==> src/rtl/shift_subtractor_pkg.sv <==
`default_nettype none
// +--------------------------------------------------------------------------+
// | shift_subtractor_pkg                                                     |
// | State encoding and width helpers for the restoring shift-subtract divider|
// | Revision: 1.0                                                            |
// +--------------------------------------------------------------------------+
package shift_subtractor_pkg;

  localparam logic [1:0] ST_IDLE = 2'd0;
  localparam logic [1:0] ST_CALC = 2'd1;
  localparam logic [1:0] ST_DONE = 2'd2;

  typedef enum logic [1:0] {
    IDLE = ST_IDLE,
    CALC = ST_CALC,
    DONE = ST_DONE
  } state_e;

  // The partial remainder needs one guard bit above the operand width.
  function automatic int rem_width(input int width);
    return width + 1;
  endfunction

endpackage
`default_nettype wire

==> src/rtl/shift_subtractor_if.sv <==
`default_nettype none
// +--------------------------------------------------------------------------+
// | shift_subtractor_if                                                      |
// | Operand/result handshake bundle; div_zero exists with                    |
// | SHIFT_SUBTRACTOR_DIV0_EN.                                                |
// | Revision: 1.0                                                            |
// +--------------------------------------------------------------------------+
interface shift_subtractor_if #(
  parameter int LOG2_WIDTH = 2
) ();
  localparam int WIDTH = 2 ** LOG2_WIDTH;

  logic [WIDTH-1:0] dividend;
  logic [WIDTH-1:0] divisor;
  logic             din_valid;
  logic             din_ready;
  logic [WIDTH-1:0] quotient;
  logic [WIDTH-1:0] remainder;
  logic             dout_valid;
`ifdef SHIFT_SUBTRACTOR_DIV0_EN
  logic             div_zero;

  modport master (
    output dividend, divisor, din_valid,
    input  din_ready, quotient, remainder, dout_valid, div_zero
  );
  modport slave (
    input  dividend, divisor, din_valid,
    output din_ready, quotient, remainder, dout_valid, div_zero
  );
`else
  modport master (
    output dividend, divisor, din_valid,
    input  din_ready, quotient, remainder, dout_valid
  );
  modport slave (
    input  dividend, divisor, din_valid,
    output din_ready, quotient, remainder, dout_valid
  );
`endif

endinterface
`default_nettype wire

==> src/rtl/shift_subtractor_div_step.sv <==
`default_nettype none
// +--------------------------------------------------------------------------+
// | div_step                                                                 |
// | One combinational restoring division step: shift in a bit, trial-subtract|
// | Revision: 1.0                                                            |
// +--------------------------------------------------------------------------+
module div_step
  import shift_subtractor_pkg::*;
#(
  parameter  int WIDTH = 4,
  localparam int REM_W = rem_width(WIDTH)
) (
  input  wire logic [REM_W-1:0] rem_in,
  input  wire logic             bit_in,
  input  wire logic [WIDTH-1:0] divisor,
  output logic      [REM_W-1:0] rem_out,
  output logic                  q_bit
);

  logic [REM_W:0]   shifted;
  logic [REM_W-1:0] diff;

  always_comb begin
    shifted = {rem_in, bit_in};
    diff    = shifted[REM_W-1:0] - REM_W'(divisor);
    q_bit   = (shifted >= (REM_W + 1)'(divisor));
    rem_out = q_bit ? diff : shifted[REM_W-1:0];
  end

endmodule
`default_nettype wire

==> src/rtl/shift_subtractor.sv <==
`default_nettype none
// +--------------------------------------------------------------------------+
// | shift_subtractor                                                         |
// | Iterative unsigned restoring divider, one quotient bit per clock.        |
// | Option macro: SHIFT_SUBTRACTOR_DIV0_EN (divide-by-zero bypass + flag).   |
// | Revision: 1.0                                                            |
// +--------------------------------------------------------------------------+
module shift_subtractor
  import shift_subtractor_pkg::*;
#(
  parameter int LOG2_WIDTH = 2
) (
  input wire logic          clk,
  input wire logic          rst_n,
  shift_subtractor_if.slave bus
);

  localparam int WIDTH = 2 ** LOG2_WIDTH;
  localparam int REM_W = rem_width(WIDTH);

  state_e                state_q, state_d;
  logic [LOG2_WIDTH-1:0] cnt_q, cnt_d;
  logic [WIDTH-1:0]      dvd_q, dvd_d;
  logic [WIDTH-1:0]      dvs_q, dvs_d;
  logic [REM_W-1:0]      rem_q, rem_d;
  logic [WIDTH-1:0]      quotient_q, quotient_d;
  logic [WIDTH-1:0]      remainder_q, remainder_d;
  logic                  dout_valid_q, dout_valid_d;
`ifdef SHIFT_SUBTRACTOR_DIV0_EN
  logic                  div_zero_q, div_zero_d;
`endif

  logic [REM_W-1:0]      step_rem;
  logic                  step_q;

  div_step #(
    .WIDTH (WIDTH)
  ) u_step (
    .rem_in  (rem_q),
    .bit_in  (dvd_q[WIDTH-1]),
    .divisor (dvs_q),
    .rem_out (step_rem),
    .q_bit   (step_q)
  );

  always_comb begin
    state_d      = state_q;
    cnt_d        = cnt_q;
    dvd_d        = dvd_q;
    dvs_d        = dvs_q;
    rem_d        = rem_q;
    quotient_d   = quotient_q;
    remainder_d  = remainder_q;
    dout_valid_d = 1'b0;
`ifdef SHIFT_SUBTRACTOR_DIV0_EN
    div_zero_d   = div_zero_q;
`endif

    case (state_q)
      IDLE: begin
        if (bus.din_valid) begin
          dvd_d   = bus.dividend;
          dvs_d   = bus.divisor;
          rem_d   = '0;
          cnt_d   = '0;
          state_d = CALC;
`ifdef SHIFT_SUBTRACTOR_DIV0_EN
          // Zero divisor skips the iteration and reports its fixed result now.
          if (bus.divisor == '0) begin
            state_d      = DONE;
            quotient_d   = '1;
            remainder_d  = bus.dividend;
            div_zero_d   = 1'b1;
            dout_valid_d = 1'b1;
          end
`endif
        end
      end

      CALC: begin
        // The dividend register doubles as the quotient accumulator.
        dvd_d = {dvd_q[WIDTH-2:0], step_q};
        rem_d = step_rem;
        cnt_d = cnt_q + 1'b1;
        if (cnt_q == {LOG2_WIDTH{1'b1}}) begin
          state_d      = DONE;
          quotient_d   = {dvd_q[WIDTH-2:0], step_q};
          remainder_d  = step_rem[WIDTH-1:0];
          dout_valid_d = 1'b1;
`ifdef SHIFT_SUBTRACTOR_DIV0_EN
          div_zero_d   = 1'b0;
`endif
        end
      end

      DONE: begin
        state_d = IDLE;
      end

      default: begin
        state_d = IDLE;
      end
    endcase
  end

  always_ff @(posedge clk or negedge rst_n) begin
    if (!rst_n) begin
      state_q      <= IDLE;
      cnt_q        <= '0;
      dvd_q        <= '0;
      dvs_q        <= '0;
      rem_q        <= '0;
      quotient_q   <= '0;
      remainder_q  <= '0;
      dout_valid_q <= 1'b0;
`ifdef SHIFT_SUBTRACTOR_DIV0_EN
      div_zero_q   <= 1'b0;
`endif
    end else begin
      state_q      <= state_d;
      cnt_q        <= cnt_d;
      dvd_q        <= dvd_d;
      dvs_q        <= dvs_d;
      rem_q        <= rem_d;
      quotient_q   <= quotient_d;
      remainder_q  <= remainder_d;
      dout_valid_q <= dout_valid_d;
`ifdef SHIFT_SUBTRACTOR_DIV0_EN
      div_zero_q   <= div_zero_d;
`endif
    end
  end

  assign bus.din_ready  = (state_q == IDLE);
  assign bus.quotient   = quotient_q;
  assign bus.remainder  = remainder_q;
  assign bus.dout_valid = dout_valid_q;
`ifdef SHIFT_SUBTRACTOR_DIV0_EN
  assign bus.div_zero   = div_zero_q;
`endif

endmodule
`default_nettype wire

==> src/flat_wrapper.sv <==
// flat-port wrapper written by rule: the top's interface ports become plain ports
module shift_subtractor_flat import shift_subtractor_pkg::*;
#(
  parameter int LOG2_WIDTH = 2
)
  (clk, rst_n, bus_dividend, bus_divisor, bus_din_valid, bus_din_ready, bus_quotient, bus_remainder, bus_dout_valid);
  shift_subtractor_if #(.LOG2_WIDTH(LOG2_WIDTH)) bus_i ();
  input wire logic clk;
  input wire logic rst_n;
  input wire logic [$bits(bus_i.dividend)-1:0] bus_dividend;
  input wire logic [$bits(bus_i.divisor)-1:0] bus_divisor;
  input wire logic [$bits(bus_i.din_valid)-1:0] bus_din_valid;
  output wire logic [$bits(bus_i.din_ready)-1:0] bus_din_ready;
  output wire logic [$bits(bus_i.quotient)-1:0] bus_quotient;
  output wire logic [$bits(bus_i.remainder)-1:0] bus_remainder;
  output wire logic [$bits(bus_i.dout_valid)-1:0] bus_dout_valid;
  assign bus_i.dividend = bus_dividend;
  assign bus_i.divisor = bus_divisor;
  assign bus_i.din_valid = bus_din_valid;
  assign bus_din_ready = bus_i.din_ready;
  assign bus_quotient = bus_i.quotient;
  assign bus_remainder = bus_i.remainder;
  assign bus_dout_valid = bus_i.dout_valid;
  shift_subtractor #(.LOG2_WIDTH(LOG2_WIDTH)) u_core (.clk(clk), .rst_n(rst_n), .bus(bus_i));
endmodule
==> config.mk <==
export PLATFORM = sky130hd
export DESIGN_NAME = shift_subtractor_flat
export DESIGN_NICKNAME = d
export VERILOG_FILES = /design/src/rtl/shift_subtractor_pkg.sv /design/src/rtl/shift_subtractor_if.sv /design/src/rtl/shift_subtractor_div_step.sv /design/src/rtl/shift_subtractor.sv /design/src/flat_wrapper.sv
export SDC_FILE = /design/constraint.sdc
export NUM_CORES = 1
export LEC_CHECK = 0
export ABC_AREA = 1
export BUFFER_PORTS_ARGS = -buffer_cell sky130_fd_sc_hd__buf_2
export CORE_MARGIN = 2
export CORE_UTILIZATION = 59
export DETAILED_ROUTE_END_ITERATION = 16
export GPL_TIMING_DRIVEN = 0
export PLACE_DENSITY = 0.92
export REMOVE_ABC_BUFFERS = 1
export SETUP_SLACK_MARGIN = 0.2
export SLEW_MARGIN = 5
export SYNTH_ARGS = -nofsm -noshare
export SYNTH_HDL_FRONTEND = slang
export SYNTH_SLANG_ARGS = --single-unit
==> constraint.sdc <==
create_clock -name clk -period 3.3 [get_ports clk]
set_clock_uncertainty 0.05 [all_clocks]
set_input_delay 0.495 -clock clk [delete_from_list [all_inputs] [get_ports clk]]
set_output_delay 0.495 -clock clk [all_outputs]
set_load 0.01 [all_outputs]
# After elaboration in Yosys (flattened, before gate mapping)
# Cells that the tools add are included.
# W data, S select, Z words.
# totals
ff_bits,26
latchBits,0
ramBits,0
romBits,0
in_bits,11
out_inout_bits,10
elab_cells,33
memories,0
# op_classes
add_sub_neg,2
mul,0
n_div,0
n_lt_le_gt_ge,1
eq_ne,4
n_shift,0
muxes,12
bitwise_logic,0
n_reduce_logical,6
# op_table
cell,count
$mux W5,2
$pmux W5 S2,1
$pmux W2 S2,2
$pmux W4 S2,1
$reduce_and A2 Y1,4
$ge A6 B4 Y1,1
$mux W2,3
$sub A5 B4 Y5,1
$mux W4,1
$add A2 B1 Y2 const B,1
$eq A2 B1 Y1 const B,1
$eq A2 B2 Y1 const B,1
$logic_not A2 Y1,1
$mux W1,2
$ne A2 B1 Y1 const B,1
$ne A2 B2 Y1 const B,1
$reduce_bool A2 Y1,1

# Longest topological paths before layout
# Gate-level depths: netlist (run 1).
# depth
depth_word,3
mapped_depth,11
ltp_nobuf,11

# Cells and area by module
# From an unflattened synthesis (run 1), not the netlist that was laid out.
# unflattened
cells_unflattened,161
hier_area_um2,1425.1
# by_module_without_submodules
mod,instances,cells_each,area_each_um2
shift_subtractor,1,116,1139.8
div_step,1,45,285.3

# Worst setup path after synthesis (run 1)
# No wires, ideal clock.
# synth_timing
kind,flip-flop to flip-flop
startpoint,reg u_core.dvd_q[3]
endpoint,reg u_core.rem_q[3]
setup_time_ps,116
arrival_ps,1491
path_slack_ps,1642
stages_incl_launch_ff,11
n_path_buf,0
path_cell_list,dfrtp_1 > inv_1 > ha_1 > inv_1 > fa_1 > nand3_2 > nand3_4 > nand2_2 > nand2_1 > nand2_1 > nand2_1
# synth_between
elab_chain_len,3
elab_cells_between_ends,4
# synth_lines
element,line,rtl
from (decl),shift_subtractor.sv:23,"logic [WIDTH-1:0] dvd_q, dvd_d;"
from (signal assigned),shift_subtractor.sv:122,dvd_q <= dvd_d;
$sub A5 B4 Y5 or $ge A6 B4 Y1 (tied branches),"shift_subtractor_div_step.sv:25, shift_subtractor_div_step.sv:26",
$mux W5 (*),shift_subtractor_div_step.sv:27,rem_out = q_bit ? diff : shifted[REM_W-1:0];
$pmux W5 S2 (*),shift_subtractor.sv:59,case (state_q)
to (signal assigned),shift_subtractor.sv:124,rem_q <= rem_d;
to (decl),shift_subtractor.sv:25,"logic [REM_W-1:0] rem_q, rem_d;"
# Mark *: on every way between the ends. The rest lies on a longest branch, timed or not.
# A chain may end at the register's enable or synchronous reset.

# Worst setup path in the final report (run 1)
# Ends and elaborated chain as after synthesis.

==> impl_metrics.csv, run 1 <==
group,metric,value,unit
status,outcome,"complete, no violations",
logic_synthesis,synth_top_area_share,47.1,%
critical_path,arrival,2.06,ns
global_route,grt_overflow_total,0,
power_and_ir_drop,power.density,1220,nW/um2
critical_path,critPathRequiredTime,3.48,ns
sta,max_freq,0.532,GHz
finish,seq_area,651,um2
sta,finalCritPeriodShare,57.0,%
placement,gp_congestion,0.809,
sta,final.setup.tns,0,ns
global_route,grt_max_degree,27,
critical_path,cp_cell_sequence,"inv_1, ha_1, inv_1, fa_1, nand3_2, nand3_4, nand2_2, nand2_1, nand2_1, nand2_1",
finish,area_growth_syn_to_layout,10.8,%
detailed_routing,routedWlPerCell,12.8,um
clocking,h-tree-depth,1,
critical_path,crit_type,"reg2reg",
sta,worst_pin_slew,0.565,ns
global_route,grt_usage,22.7,%
sta,hold_viol_final,0,
logic_synthesis,yosysTopAreaCell,"dfrtp_1",
global_route,grt_pass1_wl,4600,um
placement,pre_cts_slack,1.46,ns
finish,num_antenna_cells,0,
detailed_routing,drc,0,
power_and_ir_drop,power.leakage,0.838,nW
logic_synthesis,synth-seq-cells,26,
sta,fin_ws,1.42,ns
run,cap_viol_max_count,0,
min_path,hp-class,"in2async",
critical_path,r2r_end,"u_core.rem_q[3]",
finish,multi_input_area,623,um2
detailed_routing,ant_nets,0,
critical_path,r2r_slack,1.42,ns
finish,nFillCells,169,
critical_path,end_kind,"flip-flop",
detailed_routing,drtIter0Drc,52,
placement,dp_hpwl,2040,um
finish,drive_above_1_share,23.5,%
clocking,cts-root-buf,"clkbuf_4",
critical_path,crit_path_start_kind,"flip-flop",
floorplanning,row_count,17,
global_route,grt_pass1_vias,1089,
sta,finalSetupViolations,0,
detailed_routing,firstDrtPassIters,4,
critical_path,max_stage_delay,0.44,ns
logic_synthesis,synth_cells,161,
logic_synthesis,netlist_top_cells_area,"dfrtp_1 (47%), nand2_1 (15%), inv_1 (4.6%), ha_1 (4.5%), o21ai_0 (3.3%)",
clocking,cts_tree,"done",
clocking,clk_pin_slew_worst_paths,0.13,ns
clocking,cts.sinks,26,
floorplanning,num_io_pins,21,
power_and_ir_drop,ir_drop,800,uV
critical_path,critPathSlowestCell,"fa_1",
clocking,postCtsSetupRepairBufs,0,
clocking,cts.repair.resized,0,
sta,rsz0062_at_grt,"false",
critical_path,crit_path_max_fanout,7,
sta,worst_hold_slack,0.0943,ns
detailed_routing,avgViaCountPerCell,5.52,
floorplanning,die_area,2740,um2
clocking,ctsHoldBuffers,0,
clocking,cts_buffer_depth,2,
global_route,antenna_found_initial,0,
logic_synthesis,yosysWarnings,0,
critical_path,r2r_cells,10,
floorplanning,initial_utilization,62.4,%
detailed_routing,routed_wl,2700,um
sta,drv_slew,0,
floorplanning,core,2210,um2
sta,relSlewSlack,62.3,%
detailed_routing,dr_total_vias,1165,
placement,port_buffers,20,
floorplanning,die_y,52.4,um
floorplanning,die_w,52.4,um
finish,final_nets,201,
logic_synthesis,syn_avg_cell_area,8.58,um2
clocking,cts_made_buffers,3,
critical_path,r2r_start,"u_core.dvd_q[3]",
clocking,clock_latency,0.32,ns
sta,period_minus_slack,1.88,ns
logic_synthesis,yosysSeqAreaShare,47.1,%
logic_synthesis,synthDistinctLibCells,28,
critical_path,cpMostUsedCell,"nand2_1",
logic_synthesis,syn_area,1380,um2
==> cell usage in the layout (no fill, tap or decap), drive strengths merged <==
cell    netlist  layout
ha            5       5
xor2          1       1
buf           2      20
or2           2       2
clkbuf        0       4
fa            1       1
nand3        10      10
clkinv        1       1
dfrtp        26      26
inv          21      21
a22o          1       1
nand2        59      59
o211ai        1       1
o21ai        15      15
nand4         4       4
nor2         10      10
a21oi         2       2
==> layout make-up <==
| cell class | count | share of cell area (%) |
|---|---|---|
| Tap cell | 28 | 2.29 |
| Sequential cell | 26 | 42.5 |
| Timing Repair Buffer | 20 | 6.54 |
| Inverter | 22 | 5.56 |
| Clock buffer | 4 | 2.37 |
| Multi-Input combinational cell | 111 | 40.7 |
==> metal layers <==
metal	routed length, um	vias up	GRT usage, %
met4	42	0	8.97
li1	-	553	-
met3	184	9	2.86
met1	1130	543	28.2
met5	0	-	0
met2	1340	60	39.8
==> worst max-delay path by stage <==
| stage | from | endpoint | slack (ns) | cells after the start |
|---|---|---|---|---|
| after floorplan | u_core.dvd_q[3] | u_core.rem_q[3] | 1.64 | 10 |
| after global placement | u_core.dvd_q[3] | u_core.rem_q[2] | 1.52 | 10 |
| after detailed placement | u_core.dvd_q[3] | u_core.rem_q[3] | 1.46 | 10 |
| after CTS | u_core.dvd_q[3] | u_core.rem_q[3] | 1.44 | 10 |
| after global routing | u_core.dvd_q[3] | u_core.bus.remainder[3] | 1.31 | 10 |
| final | u_core.dvd_q[3] | u_core.rem_q[3] | 1.42 | 10 |
==> critical path: cells and delay by family, from the launching register on <==
family,cells,cell delay (ns)
flops,1,0.39
buf+inv,2,0.16
simple gates,6,0.59
fa+ha+maj,2,0.59
==> logic make-up (layout without fill, tap and decap cells) <==
group | Yosys count | count (layout) | share of synthesized area, %
adder cells (fa/ha/maj) | 6 | 6 | 5.98
AO/OA/AOI/OAI | 19 | 19 | 8.15
AND/OR/NAND/NOR | 85 | 85 | 30.3
buffers and inverters | 24 | 46 | 7.79
XOR/XNOR | 1 | 1 | 0.634
flip-flops | 26 | 26 | 47.1
==> Yosys cell counts <==
cell type	number
o21ai_2	3
o21ai_1	3
nand2_8	1
inv_1	17
o21ai_0	9
a22o_1	1
nand2_2	4
fa_1	1
nand2_1	54
a21oi_1	2
dfrtp_1	26
nor2_1	7
nor2_4	1
nor2_2	1
xor2_1	1
buf_6	2
ha_1	5
or2_2	1
inv_2	3
clkinv_1	1
nand3_4	1
o211ai_1	1
or2_4	1
nand3_2	1
nand4_1	4
inv_4	1
nor2_8	1
nand3_1	8
==> report_power, final <==
part | internal (W) | switching (W)
Combinational | 0.000409 | 0.000737
Clock | 0.0000675 | 0.0000919
Sequential | 0.000472 | 0.0000823
Total | 0.000949 | 0.000911
==> sequential cells by signal, indices dropped and copies added, names as in the netlist <==
signal and cells:
u_core.dvs_q 4, u_core.cnt_q 2, u_core.bus.remainder 4, u_core.dvd_q 4
u_core.bus.dout_valid 1, u_core.state_q 2, u_core.bus.quotient 4, u_core.rem_q 5
==> metrics by stage <==
stage | power (W) | utilization (%) | std cells | cell area, um2
after detailed placement | 0.00169 | 67.5 | 207 | 1490
after global routing | 0.00203 | 69.2 | 211 | 1530
after CTS | 0.00186 | 69.2 | 211 | 1530
after floorplan | 0.00142 | - | 159 | 1360
final | 0.00186 | 69.2 | 211 | 1530
after global placement | 0.00161 | 67.5 | 207 | 1490
Note: power is estimated with default switching activity, not from simulation.
==> inputs of run 2 (changes only) <==
--- a/config.mk
+++ b/config.mk
@@ -8,10 +8,10 @@
 export ABC_AREA = 1
 export BUFFER_PORTS_ARGS = -buffer_cell sky130_fd_sc_hd__buf_2
 export CORE_MARGIN = 2
-export CORE_UTILIZATION = 59
+export CORE_UTILIZATION = 55
 export DETAILED_ROUTE_END_ITERATION = 16
 export GPL_TIMING_DRIVEN = 0
-export PLACE_DENSITY = 0.92
+export PLACE_DENSITY = 0.88
 export REMOVE_ABC_BUFFERS = 1
 export SETUP_SLACK_MARGIN = 0.2
 export SLEW_MARGIN = 5
==> constraint.sdc (replaced) <==
create_clock -name clk -period 2 [get_ports clk]
set_clock_uncertainty 0.05 [all_clocks]
set_input_delay 0.3 -clock clk [delete_from_list [all_inputs] [get_ports clk]]
set_output_delay 0.3 -clock clk [all_outputs]
set_load 0.01 [all_outputs]
==> impl_metrics.csv, run 2 (synthesis results as in run 1) <==
group,metric,value,unit
detailed_routing,ant_nets,0,
sta,finalCritPeriodShare,88.4,%
clocking,cts.sinks,26,
critical_path,crit_path_start_kind,"flip-flop",
power_and_ir_drop,power.density,2070,nW/um2
finish,multi_input_area,663,um2
sta,relSlewSlack,62.9,%
floorplanning,core,2430,um2
sta,rsz0062_at_grt,"false",
critical_path,crit_path_max_fanout,7,
power_and_ir_drop,ir_drop,1190,uV
finish,final_nets,207,
global_route,grt_overflow_total,0,
run,cap_viol_max_count,0,
placement,dp_hpwl,2060,um
finish,largest_reg_flops,5,
sta,worst_pin_slew,0.556,ns
clocking,h-tree-depth,1,
critical_path,end_kind,"flip-flop",
floorplanning,row_count,18,
sta,drv_slew,0,
sta,finalSetupViolations,0,
placement,placed_cell_area,1500,um2
finish,seq_area,651,um2
global_route,grt_usage,21.7,%
power_and_ir_drop,power.leakage,0.870,nW
detailed_routing,dr_total_vias,1139,
global_route,grt_pass1_wl,4410,um
sta,hold_viol_final,0,
sta,final.setup.tns,0,ns
placement,port_buffers,20,
sta,period_minus_slack,1.77,ns
critical_path,critPathRequiredTime,2.19,ns
clocking,clk_pin_slew_worst_paths,0.15,ns
detailed_routing,avgViaCountPerCell,5.20,
clocking,cts_made_buffers,3,
finish,area_growth_syn_to_layout,18.2,%
finish,layout_commonest_cell,"nand2_1",
finish,final_cell_mix,"nand2_1 (52), dfrtp_1 (26), buf_2 (20), inv_1 (14), nand3_1 (8)",
detailed_routing,routedWlPerCell,13.5,um
detailed_routing,routed_wl,2950,um
finish,largest_register,"u_core.rem_q",
detailed_routing,firstDrtPassIters,7,
placement,gp_congestion,0.848,
finish,num_antenna_cells,0,
floorplanning,num_io_pins,21,
status,outcome,"complete, no violations",
finish,drive_above_1_share,29.6,%
critical_path,crit_type,"reg2reg",
clocking,clock_latency,0.33,ns
detailed_routing,drc,0,
critical_path,arrival,1.96,ns
finish,nFillCells,203,
clocking,cts_tree,"done",
global_route,grt_max_degree,27,
global_route,antenna_found_initial,0,
global_route,grt_pass1_vias,987,
min_path,hp-class,"in2reg",
clocking,cts-root-buf,"clkbuf_4",
floorplanning,die_area,2930,um2
sta,max_freq,0.566,GHz
floorplanning,die_w,54.1,um
finish,final_cell_area,1630,um2
floorplanning,die_y,54.1,um
detailed_routing,drtIter0Drc,33,
floorplanning,initial_utilization,56.8,%
clocking,cts_buffer_depth,2,
## run 2: critical path, stage by stage, from the launching register on
cell	delay, ns
dfrtp_1	0.42
inv_2	0.10
ha_4	0.13
inv_2	0.05
fa_2	0.41
nand3_4	0.11
nand3_4	0.12
nand2_2	0.09
nand2_2	0.07
nand2_1	0.06
nand2_1	0.05
## run 2: power breakdown
part	switching, W	internal, W	leakage, nW	total, W
sequential	0.000150	0.000780	0.323	0.000929
clock	0.000166	0.000112	0.0210	0.000278
combinational	0.00130	0.000862	0.525	0.00217
total	0.00162	0.00175	0.870	0.00337
## run 2: repair_timing
action | CTS | global route
resized for setup | 1 | 11
hold buffers | 1 | 0
pin swaps | 0 | 9
endpoints found under the hold margin | 26 | 0
buffers inserted | 0 | 5
setup endpoints to repair | 5 | 9
## run 2: final timing paths
path | startpoint | endpoint | slack [ns] | cells after the start
hold / removal | bus_divisor[0] | u_core.dvs_q[0] | 0.10 | 3
hold reg to reg | u_core.cnt_q[0] | u_core.cnt_q[0] | 0.45 | 1
setup reg to reg | u_core.dvd_q[3] | u_core.bus.remainder[2] | 0.23 | 10
setup / recovery | u_core.dvd_q[3] | u_core.bus.remainder[2] | 0.23 | 10
min in group asynchronous | rst_n | u_core.bus.quotient[0] | 0.41 | 2
max in group asynchronous | rst_n | u_core.dvs_q[2] | 1.12 | 2
## run 2: stage by stage
stage          setup slack, ns  std cells  hold WS, ns  util [%]  total power [W]
3_3_place_gp             0.204        209        0.256      61.5          0.00267
3_5_place_dp             0.163        209        0.281      61.5          0.00279
2_1_floorplan            0.341        159      -0.0456         -          0.00234
5_1_grt                  0.161        219        0.118      67.1          0.00368
4_1_cts                  0.223        214        0.118      63.5          0.00306
6_report                 0.232        219        0.101      67.1          0.00337
## run 2: layer usage
| metal | wire length (um) | vias up | global-route usage (%) |
|---|---|---|---|
| li1 | - | 569 | - |
| met2 | 1480 | 36 | 35.8 |
| met5 | 0 | - | 0 |
| met1 | 1280 | 529 | 26.6 |
| met4 | 51 | 0 | 10.4 |
| met3 | 139 | 5 | 5.00 |
## run 2: area by class of cell
type                       count  area share [%]
multi-input combinational    111            40.6
inverter                      22            5.21
timing repair buffer          26            9.81
tap                           30            2.30
clock buffer                   4            2.22
sequential                    26            39.8
==> inputs of run 3 (changes only) <==
--- a/config.mk
+++ b/config.mk
@@ -8,10 +8,11 @@
 export ABC_AREA = 1
 export BUFFER_PORTS_ARGS = -buffer_cell sky130_fd_sc_hd__buf_2
 export CORE_MARGIN = 2
-export CORE_UTILIZATION = 55
+export CORE_UTILIZATION = 58
+export CTS_BUF_LIST = sky130_fd_sc_hd__clkbuf_4
 export DETAILED_ROUTE_END_ITERATION = 16
 export GPL_TIMING_DRIVEN = 0
-export PLACE_DENSITY = 0.88
+export PLACE_DENSITY = 0.91
 export REMOVE_ABC_BUFFERS = 1
 export SETUP_SLACK_MARGIN = 0.2
 export SLEW_MARGIN = 5
==> impl_metrics.csv, run 3 (synthesis results as in run 1) <==
group,metric,value,unit
floorplanning,die_area,2790,um2
critical_path,critPathRequiredTime,2.19,ns
finish,largest_register,"u_core.rem_q",
clocking,cts_tree,"done",
critical_path,end_kind,"flip-flop",
sta,drv_slew,0,
floorplanning,die_y,52.8,um
placement,dp_hpwl,2200,um
critical_path,critPathSlowestCell,"dfrtp_1",
finish,num_antenna_cells,0,
clocking,clock_latency,0.33,ns
global_route,grt_pass1_wl,5010,um
critical_path,crit_path_start_kind,"flip-flop",
placement,dp.cells,207,
critical_path,crit_type,"reg2reg",
critical_path,r2r_start,"u_core.dvd_q[3]",
detailed_routing,avgViaCountPerCell,5.41,
sta,worst_pin_slew,0.569,ns
global_route,grt_max_degree,27,
sta,rsz0062_at_grt,"true",
finish,layout_commonest_cell,"nand2_1",
detailed_routing,routed_wl,3050,um
floorplanning,initial_utilization,61.8,%
sta,relSlewSlack,62.1,%
critical_path,critPathTopFamily,"simple AND/OR/NAND/NOR gates",
min_path,whs_path_depth,3,
detailed_routing,routedWlPerCell,14.1,um
sta,hold_viol_final,0,
run,cap_viol_max_count,0,
sta,worst_hold_slack,0.104,ns
clocking,cts_made_buffers,3,
min_path,hp-class,"in2reg",
floorplanning,row_count,17,
critical_path,r2r_cells,10,
critical_path,arrival,1.94,ns
global_route,grt_pass1_vias,1165,
detailed_routing,dr_total_vias,1168,
clocking,cts-root-buf,"clkbuf_4",
critical_path,worst-path-buf-inv,2,
finish,nFillCells,168,
clocking,cts.sinks,26,
finish,drive_above_1_share,31.4,%
critical_path,max_stage_delay,0.41,ns
clocking,cts_buffer_depth,2,
finish,area_growth_syn_to_layout,18.8,%
sta,period_minus_slack,1.75,ns
detailed_routing,drc,0,
sta,finalSetupViolations,0,
placement,gp_congestion,0.832,
sta,final.setup.tns,0,ns
critical_path,cp_cell_sequence,"inv_2, ha_4, inv_4, fa_2, nand3_4, nand3_4, nand2_2, nand2_2, nand2_2, nand2_2",
critical_path,cpMostUsedCell,"nand2_2",
floorplanning,die_w,52.8,um
global_route,antenna_found_initial,0,
status,outcome,"complete, no violations",
finish,stdcell_count,216,
finish,largest_reg_flops,5,
finish,fin_util,73.5,%
detailed_routing,drtIter0Drc,61,
critical_path,crit_path_max_fanout,7,
min_path,min_from,"bus_divisor[0]",
clocking,clk_pin_slew_worst_paths,0.14,ns
clocking,h-tree-depth,1,
detailed_routing,ant_nets,0,
sta,max_freq,0.572,GHz
global_route,grt_overflow_total,0,
finish,final_cell_mix,"nand2_1 (48), dfrtp_1 (26), buf_2 (20), inv_1 (15), nand2_2 (10)",
min_path,min_to,"u_core.dvs_q[0]",
floorplanning,core,2230,um2
finish,final_nets,206,
detailed_routing,firstDrtPassIters,4,
critical_path,r2r_slack,0.25,ns
placement,port_buffers,20,
floorplanning,num_io_pins,21,
sta,finalCritPeriodShare,87.4,%
global_route,grt_usage,25.1,%
critical_path,r2r_end,"u_core.rem_q[2]",
-- run 3: worst max-delay path by stage --
stage,start,endpoint,slack (ns),cells past startpoint
floorplan,u_core.dvd_q[3],u_core.rem_q[3],0.34,10
global placement,u_core.dvd_q[3],u_core.rem_q[2],0.21,10
detailed placement,u_core.dvd_q[3],u_core.bus.remainder[2],0.12,10
CTS,u_core.dvd_q[3],u_core.rem_q[2],0.22,10
global route,u_core.dvd_q[3],u_core.rem_q[2],0.17,10
finish,u_core.dvd_q[3],u_core.rem_q[2],0.25,10
-- run 3: worst min-delay path, stage by stage --
cell     delay [ns]
buf_2          0.07
nand2_1        0.04
nand2_1        0.05
-- run 3: final cells by class --
cell class / instances / area [um2] / share of cell area (%)
clock buffer: 3 / 22.5 / 1.37
timing repair buffer: 25 / 140 / 8.54
tap: 28 / 35.0 / 2.13
inverter: 22 / 87.6 / 5.34
clock inverter: 1 / 30.0 / 1.83
sequential: 26 / 651 / 39.6
multi-input combinational: 111 / 676 / 41.2
-- run 3: metrics by stage --
step | area (um2) | setup slack, ns
after global routing | 1640 | 0.175
after global placement | 1490 | 0.213
after floorplan | 1360 | 0.341
after detailed placement | 1490 | 0.123
after CTS | 1580 | 0.220
final | 1640 | 0.251
-- run 3: repair_timing --
action / 4_1_cts / 5_1_grt
setup buffers: 2 / 2
hold endpoints to repair: 26 / 0
setup endpoints to repair: 10 / 10
hold buffers: 1 / 0
pin swaps: 3 / 7
resized for setup: 5 / 10
-- run 3: per-layer routing --
metal / part of all wire, % / track usage [%] / wire length [um] / up-vias
met5: 0 / 0 / 0 / -
met4: 1.1 / 8.97 / 33 / 0
met3: 6.0 / 3.43 / 184 / 5
met2: 54 / 45.4 / 1650 / 60
met1: 39 / 30.1 / 1190 / 541
li1: - / - / - / 562
Power of run 3 is left out: the tool's default activity adds up to more than one toggle a clock period on the data nets, which glitch-free logic cannot reach.
